--- src/rtl/siso_ctrl_pkg.sv ---
// Shared types and helpers for the SISO shift-chain controller.
package siso_ctrl_pkg;

   typedef enum logic [1:0] {
      IDLE  = 2'd0,
      SHIFT = 2'd1,
      HOLD  = 2'd2
   } state_t;

   // Shift cycles per transaction: data bits, optional parity bit, then chain flush.
   function automatic int calc_total(input int width, input int depth, input int p);
      return width + p + depth;
   endfunction

endpackage

--- src/rtl/siso_shift_cnt.sv ---
// Loadable up-counter with terminal-count flag; saturates at TOTAL so it never wraps.
module siso_shift_cnt #(
   parameter  int TOTAL = 18,
   localparam int CW    = $clog2(TOTAL + 1)
) (
   input  logic          clk,
   input  logic          reset,
   input  logic          load,
   input  logic          en,
   output logic [CW-1:0] count,
   output logic          tc
);

   always_ff @(posedge clk or negedge reset) begin
      if (!reset) begin
         count <= '0;
      end else if (load) begin
         count <= '0;
      end else if (en && (count != CW'(TOTAL))) begin
         count <= count + 1'b1;
      end
   end

   assign tc = (count == CW'(TOTAL - 1));

endmodule

--- src/rtl/siso_shift_ctrl.sv ---
// Serialises a parallel word MSB-first through a SISO chain and captures it back.
// Optional even-parity bit and check enabled by defining SISO_CTRL_PARITY_EN.
module siso_shift_ctrl
   import siso_ctrl_pkg::*;
#(
   parameter int WIDTH = 12,
   parameter int DEPTH = 6
) (
   input  logic             clk,
   input  logic             reset,
   input  logic             in_valid,
   output logic             in_ready,
   input  logic [WIDTH-1:0] in_data,
   output logic             sh_en,
   output logic             sh_in,
   input  logic             sh_out,
   output logic             out_valid,
   input  logic             out_ready,
   output logic [WIDTH-1:0] out_data,
   output logic             busy,
   output logic             perr
);

`ifdef SISO_CTRL_PARITY_EN
   localparam int P = 1;
`else
   localparam int P = 0;
`endif
   localparam int TOTAL = calc_total(WIDTH, DEPTH, P);
   localparam int CW    = $clog2(TOTAL + 1);
   localparam int SW    = WIDTH + P;

   state_t          state, state_nxt;
   logic [SW-1:0]   tx, rx, tx_load;
   logic [CW-1:0]   k;
   logic            tc, accept, capture;

   assign accept  = in_valid && in_ready;
   assign capture = (state == SHIFT) && (k >= CW'(DEPTH));

   siso_shift_cnt #(.TOTAL(TOTAL)) u_cnt (
      .clk   (clk),
      .reset (reset),
      .load  (accept),
      .en    (state == SHIFT),
      .count (k),
      .tc    (tc)
   );

   // NOTE: sequential state uses non-blocking assignments so every flop samples pre-edge values.
   always_ff @(posedge clk or negedge reset) begin
      if (!reset) state <= IDLE;
      else        state <= state_nxt;
   end

   // NOTE: every output of a combinational block gets a default first, so no latch is inferred.
   always_comb begin
      state_nxt = state;
      unique case (state)
         IDLE:    if (in_valid)  state_nxt = SHIFT;
         SHIFT:   if (tc)        state_nxt = HOLD;
         HOLD:    if (out_ready) state_nxt = IDLE;
         default:                state_nxt = IDLE;
      endcase
   end

   always_comb begin
      in_ready  = 1'b0;
      sh_en     = 1'b0;
      out_valid = 1'b0;
      busy      = 1'b1;
      unique case (state)
         IDLE:    begin in_ready = 1'b1; busy = 1'b0; end
         SHIFT:   sh_en     = 1'b1;
         HOLD:    out_valid = 1'b1;
         default: busy      = 1'b0;
      endcase
   end

   // tx shifts left with zero fill, so its MSB yields data, parity, then flush zeros.
   always_ff @(posedge clk or negedge reset) begin
      if (!reset) begin
         tx <= '0;
         rx <= '0;
      end else begin
         if (accept)               tx <= tx_load;
         else if (state == SHIFT)  tx <= {tx[SW-2:0], 1'b0};
         if (capture)              rx <= {rx[SW-2:0], sh_out};
      end
   end

   assign sh_in    = sh_en & tx[SW-1];
   assign out_data = rx[SW-1:P];

`ifdef SISO_CTRL_PARITY_EN
   assign tx_load = {in_data, ^in_data};
   // rx holds data plus received parity; any odd count of ones is a mismatch.
   assign perr    = out_valid & (^rx);
`else
   assign tx_load = in_data;
   assign perr    = 1'b0;
`endif

endmodule

--- config.mk ---
export PLATFORM = sky130hd
export DESIGN_NAME = siso_shift_ctrl
export DESIGN_NICKNAME = d
export VERILOG_FILES = /design/src/rtl/siso_ctrl_pkg.sv /design/src/rtl/siso_shift_cnt.sv /design/src/rtl/siso_shift_ctrl.sv
export SDC_FILE = /design/constraint.sdc
export NUM_CORES = 1
export LEC_CHECK = 0
export ABC_AREA = 1
export CORE_MARGIN = 1.5
export CORE_UTILIZATION = 35
export CTS_BUF_LIST = sky130_fd_sc_hd__clkbuf_16
export CTS_CLUSTER_SIZE = 14
export DETAILED_ROUTE_END_ITERATION = 7
export PLACE_DENSITY = 0.63
export SLEW_MARGIN = 20
export SYNTH_ARGS = -nofsm -noshare
export SYNTH_HDL_FRONTEND = slang
export SYNTH_SLANG_ARGS = --single-unit
--- constraint.sdc ---
create_clock -name clk -period 1.2 [get_ports clk]
set_input_delay 0.12 -clock clk [delete_from_list [all_inputs] [get_ports clk]]
set_output_delay 0.12 -clock clk [all_outputs]
set_load 0.02 [all_outputs]
======== Word-level counts from Yosys, hierarchy flattened ========
Cells that the tools add are included.
cells by class
  add/sub/neg operators ................... 1
  magnitude comparators ................... 1
  equal/unequal tests ..................... 7
  mux-type cells .......................... 12
  bitwise gates (word level) .............. 1
  reductions and logical operators ........ 8
operators by type and width
  kind                                                                    number
  12-bit 2-to-1 mux                                                       2
  5-bit 2-to-1 mux                                                        2
  2-bit 2-to-1 mux                                                        3
  2-bit inequality test (second input constant)                           3
  2-bit one-hot mux with 3 select lines                                   1
  5-bit by 1-bit adder with 5-bit output (second input constant)          1
  5-bit == test (second input constant)                                   1
  5-bit by 3-bit >= comparator with 1-bit output (second input constant)  1
  5-bit inequality test (second input constant)                           1
  1-bit 2-to-1 mux                                                        4
  2-bit nonzero test                                                      2
  1-bit logical AND                                                       3
  3-bit AND reduction                                                     1
  2-bit by 1-bit == test with 1-bit output (second input constant)        1
  2-bit == test (second input constant)                                   1
  2-bit zero test                                                         1
  2-bit OR reduction                                                      1
  1-bit AND                                                               1
word-level totals
  bits in registers ....................... 31
  output and inout bits ................... 18

======== Logic depth before layout (Yosys ltp) ========
  depth in word-level cells ............... 4
  gate-level depth with buffers ........... 9

======== Hierarchy ========
From an unflattened synthesis, not the netlist that was laid out.
unflattened totals
  cell total of the unflattened synthesis .. 191
  area, all modules ....................... 1597.8 um^2
modules (own cells, without submodules)
  module           times used  cells each  area each (um^2)
  siso_shift_ctrl  1           148         1236.2
  siso_shift_cnt   1           43          361.6

======== Worst setup path before layout ========
Ideal clock, no wire load.
  path type ............................... reg2out
  start point ............................. register state[1]
  end point ............................... output port sh_in
  arrival ................................. 1375 ps
  path slack .............................. -295 ps
  stages on the path, launching flop included .. 7
  path buffers ............................ 2
  path through ............................ dfrtp_1 inv_1 ha_1 buf_4 buf_2 nand2_1 inv_1
on the way
  word-level cells in the longest chain between the ends .. 3
ends and longest elaborated chain
  what                                      line                   source
  from (decl)                               siso_shift_ctrl.sv:33  state_t state, state_nxt;
  from (signal assigned)                    siso_shift_ctrl.sv:53  else state <= state_nxt;
  2-bit by 1-bit == test with 1-bit output  siso_shift_ctrl.sv:72  unique case (state)
  1-bit 2-to-1 mux                          siso_shift_ctrl.sv:72
  named net sh_en                           siso_shift_ctrl.sv:14  output logic sh_en,
  1-bit AND                                 siso_shift_ctrl.sv:92  assign sh_in = sh_en & tx[SW-1];
  to (decl)                                 siso_shift_ctrl.sv:15  output logic sh_in,
The timed path passes the listed nets, and every way through them passes these cells.

======== Worst setup path in the final report ========
  start point ............................. register state[0]
  end point ............................... register tx[8]
on the way
  word-level cells in the longest chain between the ends .. 4
ends and longest elaborated chain
  what                                                            line                   source
  2-bit zero test                                                 siso_shift_ctrl.sv:72
  1-bit 2-to-1 mux                                                siso_shift_ctrl.sv:72
  1-bit logical AND                                               siso_shift_ctrl.sv:38  assign accept = in_valid && in_ready;
  12-bit 2-to-1 mux / 2-bit nonzero test (equally long branches)  n/a
  to (signal assigned)                                            siso_shift_ctrl.sv:86  if (accept) tx <= tx_load;
  to (signal assigned)                                            siso_shift_ctrl.sv:87  else if (state == SHIFT) tx <= {tx[SW-2:0], 1'b0};
  to (decl)                                                       siso_shift_ctrl.sv:34  logic [SW-1:0] tx, rx, tx_load;
Several ways; a longest one is shown, not always the timed one.
A chain may end at the register's enable or synchronous reset.

==> results.ini <==
[place]
hpwlAfterDp_mm = 2.36
portBuffers = 33
globalplace.congestion = 0.818
preCtsSetupSlack_ps = -275
placed_cells = 282

[critical_path]
crit_cells = 7
critPathTopFamily = flip-flops
critPathBufInv = 3
r2r_slack_ps = -100
worstPathMaxFanout = 16
cp_slowest_stage_delay_ps = 420
required_ps = 1350
cp_slowest_cell = dfrtp_1
crit_chain = inv_2 > ha_4 > buf_6 > nand2_4 > clkbuf_16 > nand3_1 > nand3_1
arrival_ps = 1450
crit_path_end_kind = register
critPathKind = register to register
cp-start-kind = register
crit_top_cell = nand3_1
r2r_cells = 7

[synthesis]
seq_area_frac_synth = 0.486
syn_area_um2 = 1600
postSynthCellCount = 195
syn_area_per_cell_um2 = 8.19
synth_warnings = 0
ys_types = 16
synth_nets = 219
synth_seq_cells = 31

[floorplanning]
dieArea_um2 = 4980
die_height_um = 70.5
core_um2 = 4380
fp.dieW_um = 70.5
start_util = 0.364
rows = 24
pin_count = 35

[sta]
finalCriticalPeriod_ps = 1300
holdWs_ps = 212
skew_ps = 3.74
grt_setup_unrepaired = yes
setup_violations = 29
finalHoldViolations = 0
min_period_over_period = 1.09
max_freq_mhz = 767
drv_slew = 0
fin_ws_ps = -103

[grt]
gr-usage-all-layers = 0.156
antenna_found_initial = 0
met1_usage = 0.185
grt_first_pass_wirelength_mm = 6.09
met2_usage = 0.264
grt_start_max_net_pins = 33
overflow = 0
grt_use_met3 = 0.0456
grt-busiest-layer = met2
grt_pass1_vias = 1378

[cts]
cts.sinks = 31
clkLatencyLatePin_ps = 270
cts_hold_buf = 0
cts_root_buf = clkbuf_16
cts_max_path_buffers = 2
cts_tree = built
htree_levels = 2
path_clk_slew_ps = 50
numCtsBuffers = 5

[layout]
area_growth_pct = 52.5
drive_gt1_frac = 0.267
final-instance-count-excl-fill = 299
fin_nets = 271
diodes = 0
final_util = 0.555
fill_cells = 399

[power_and_ir_drop]
p_total_w = 0.00558
switching_share = 0.365
power_density_nw_per_um2 = 2290
comb_power_share = 0.474
p_leak_nw = 1.29
switchingPower_w = 0.00204
pwr-share-seq = 0.280
peakVddDrop_mv = 1.30
p_clk_frac = 0.247
p_int_w = 0.00354

[routing]
drt-initial-drc-count = 70
wl_per_cell_um = 12.9
drc = 0
detail-route-antenna-nets = 0
wirelength_mm = 3.87
vias = 1462
dr.pass1.iters = 4
via_per_inst = 4.89

[status]
violations = setup timing
outcome = finished, violations left

[min_path]
hold_class = input port to async pin

[run]
cap_violations = 0

kinds of logic (layout without fill, tap and decap cells):
kind of cell | after synthesis | count (layout) | synth area share
xor gates and xnor gates | 1 | 1 | 0.00549
buffers and inverters | 28 | 79 | 0.0862
AOI/OAI and AO/OA | 1 | 1 | 0.00313
other | 1 | 1 | 0.00235
adders and majority gates | 7 | 7 | 0.0549
and+or+nand+nor | 126 | 127 | 0.362
DFF | 31 | 31 | 0.486
sequential cells by signal, summed over array words and instances, names as in the netlist:
signal / count
out_data: 12
state: 2
tx: 12
u_cnt.count: 5
power by group through the flow:
stage | clock network [W] | logic (W) | registers [W]
6_report | 0.00138 | 0.00264 | 0.00156
5_1_grt | 0.00144 | 0.00289 | 0.00159
4_1_cts | 0.00140 | 0.00228 | 0.00153
3_5_place_dp | 0 | 0.00208 | 0.00154
3_3_place_gp | 0 | 0.00205 | 0.00154
2_1_floorplan | 0 | 0.00145 | 0.00156
repair_timing:
action / in CTS / in global routing
endpoints found under the setup margin: 48 / 36
setup buffers: 2 / 5
gates resized for setup: 53 / 21
pin swaps: 3 / 9
cloned: 1 / 2
synthesized netlist by cell type:
master	number	area, um2
buf_2	5	25.0
buf_4	3	22.5
buf_6	2	22.5
clkbuf_1	3	11.3
conb_1	1	3.75
dfrtp_1	31	776
ha_1	7	87.6
inv_1	15	56.3
nand2_1	47	176
nand2_2	3	18.8
nand3_1	69	345
nand3_2	1	10.0
nand4_1	2	12.5
nor2_1	4	15.0
o21ai_0	1	5.00
xor2_1	1	8.76
worst paths after layout:
kind	from	endpoint
worst max-delay path	state[0]	tx[8]
worst min-delay path	reset	out_data[6]
worst max register to register	state[0]	tx[8]
worst min register to register	out_data[11]	out_data[11]
max in group asynchronous	reset	state[1]
min in group clk	in_data[0]	tx[0]
per-layer routing:
metal | part of all wire | vias to the layer above
li1 | - | 743
met1 | 0.44 | 700
met2 | 0.52 | 15
met3 | 0.025 | 4
met4 | 0.011 | 0
met5 | 0 | -
cells in the final DEF (no fill, tap or decap):
| master | netlist | final |
|---|---|---|
| nand2_4 | 0 | 4 |
| nand2_2 | 3 | 5 |
| o21ai_2 | 0 | 1 |
| nand3_4 | 0 | 1 |
| nor2_1 | 4 | 4 |
| bufinv_16 | 0 | 1 |
| inv_2 | 0 | 6 |
| nand4_1 | 2 | 2 |
| buf_4 | 3 | 15 |
| conb_1 | 1 | 1 |
| dlygate4sd2_1 | 0 | 12 |
| buf_12 | 0 | 2 |
| clkbuf_16 | 0 | 6 |
| xor2_1 | 1 | 1 |
| nand3_1 | 69 | 60 |
| nand2_1 | 47 | 42 |
| ha_1 | 7 | 3 |
| clkdlybuf4s50_1 | 0 | 16 |
| clkinvlp_4 | 0 | 2 |
| inv_1 | 15 | 9 |
| nand3_2 | 1 | 9 |
| ha_2 | 0 | 2 |
| buf_6 | 2 | 9 |
| buf_8 | 0 | 1 |
| ha_4 | 0 | 2 |
| dfrtp_1 | 31 | 31 |
stage by stage:
step | area (um2) | setup TNS (ps)
after global placement | 2080 | -3640
after global routing | 2430 | -4050
final | 2430 | -1710
after detailed placement | 2080 | -3980
after floorplan | 1650 | -136
after CTS | 2280 | -1320
layout make-up:
cell class	instances	area, um2	share of cell area
repair buffers	56	559	0.230
well taps	52	65.1	0.0267
repair inverters	1	7.51	0.00308
clock inverters	2	33.8	0.0139
inverters	15	60.1	0.0247
multi-input cells	137	808	0.332
clock buffers	5	125	0.0514
flip-flops and latches	31	776	0.319
Power figures use the tool's default switching activity.
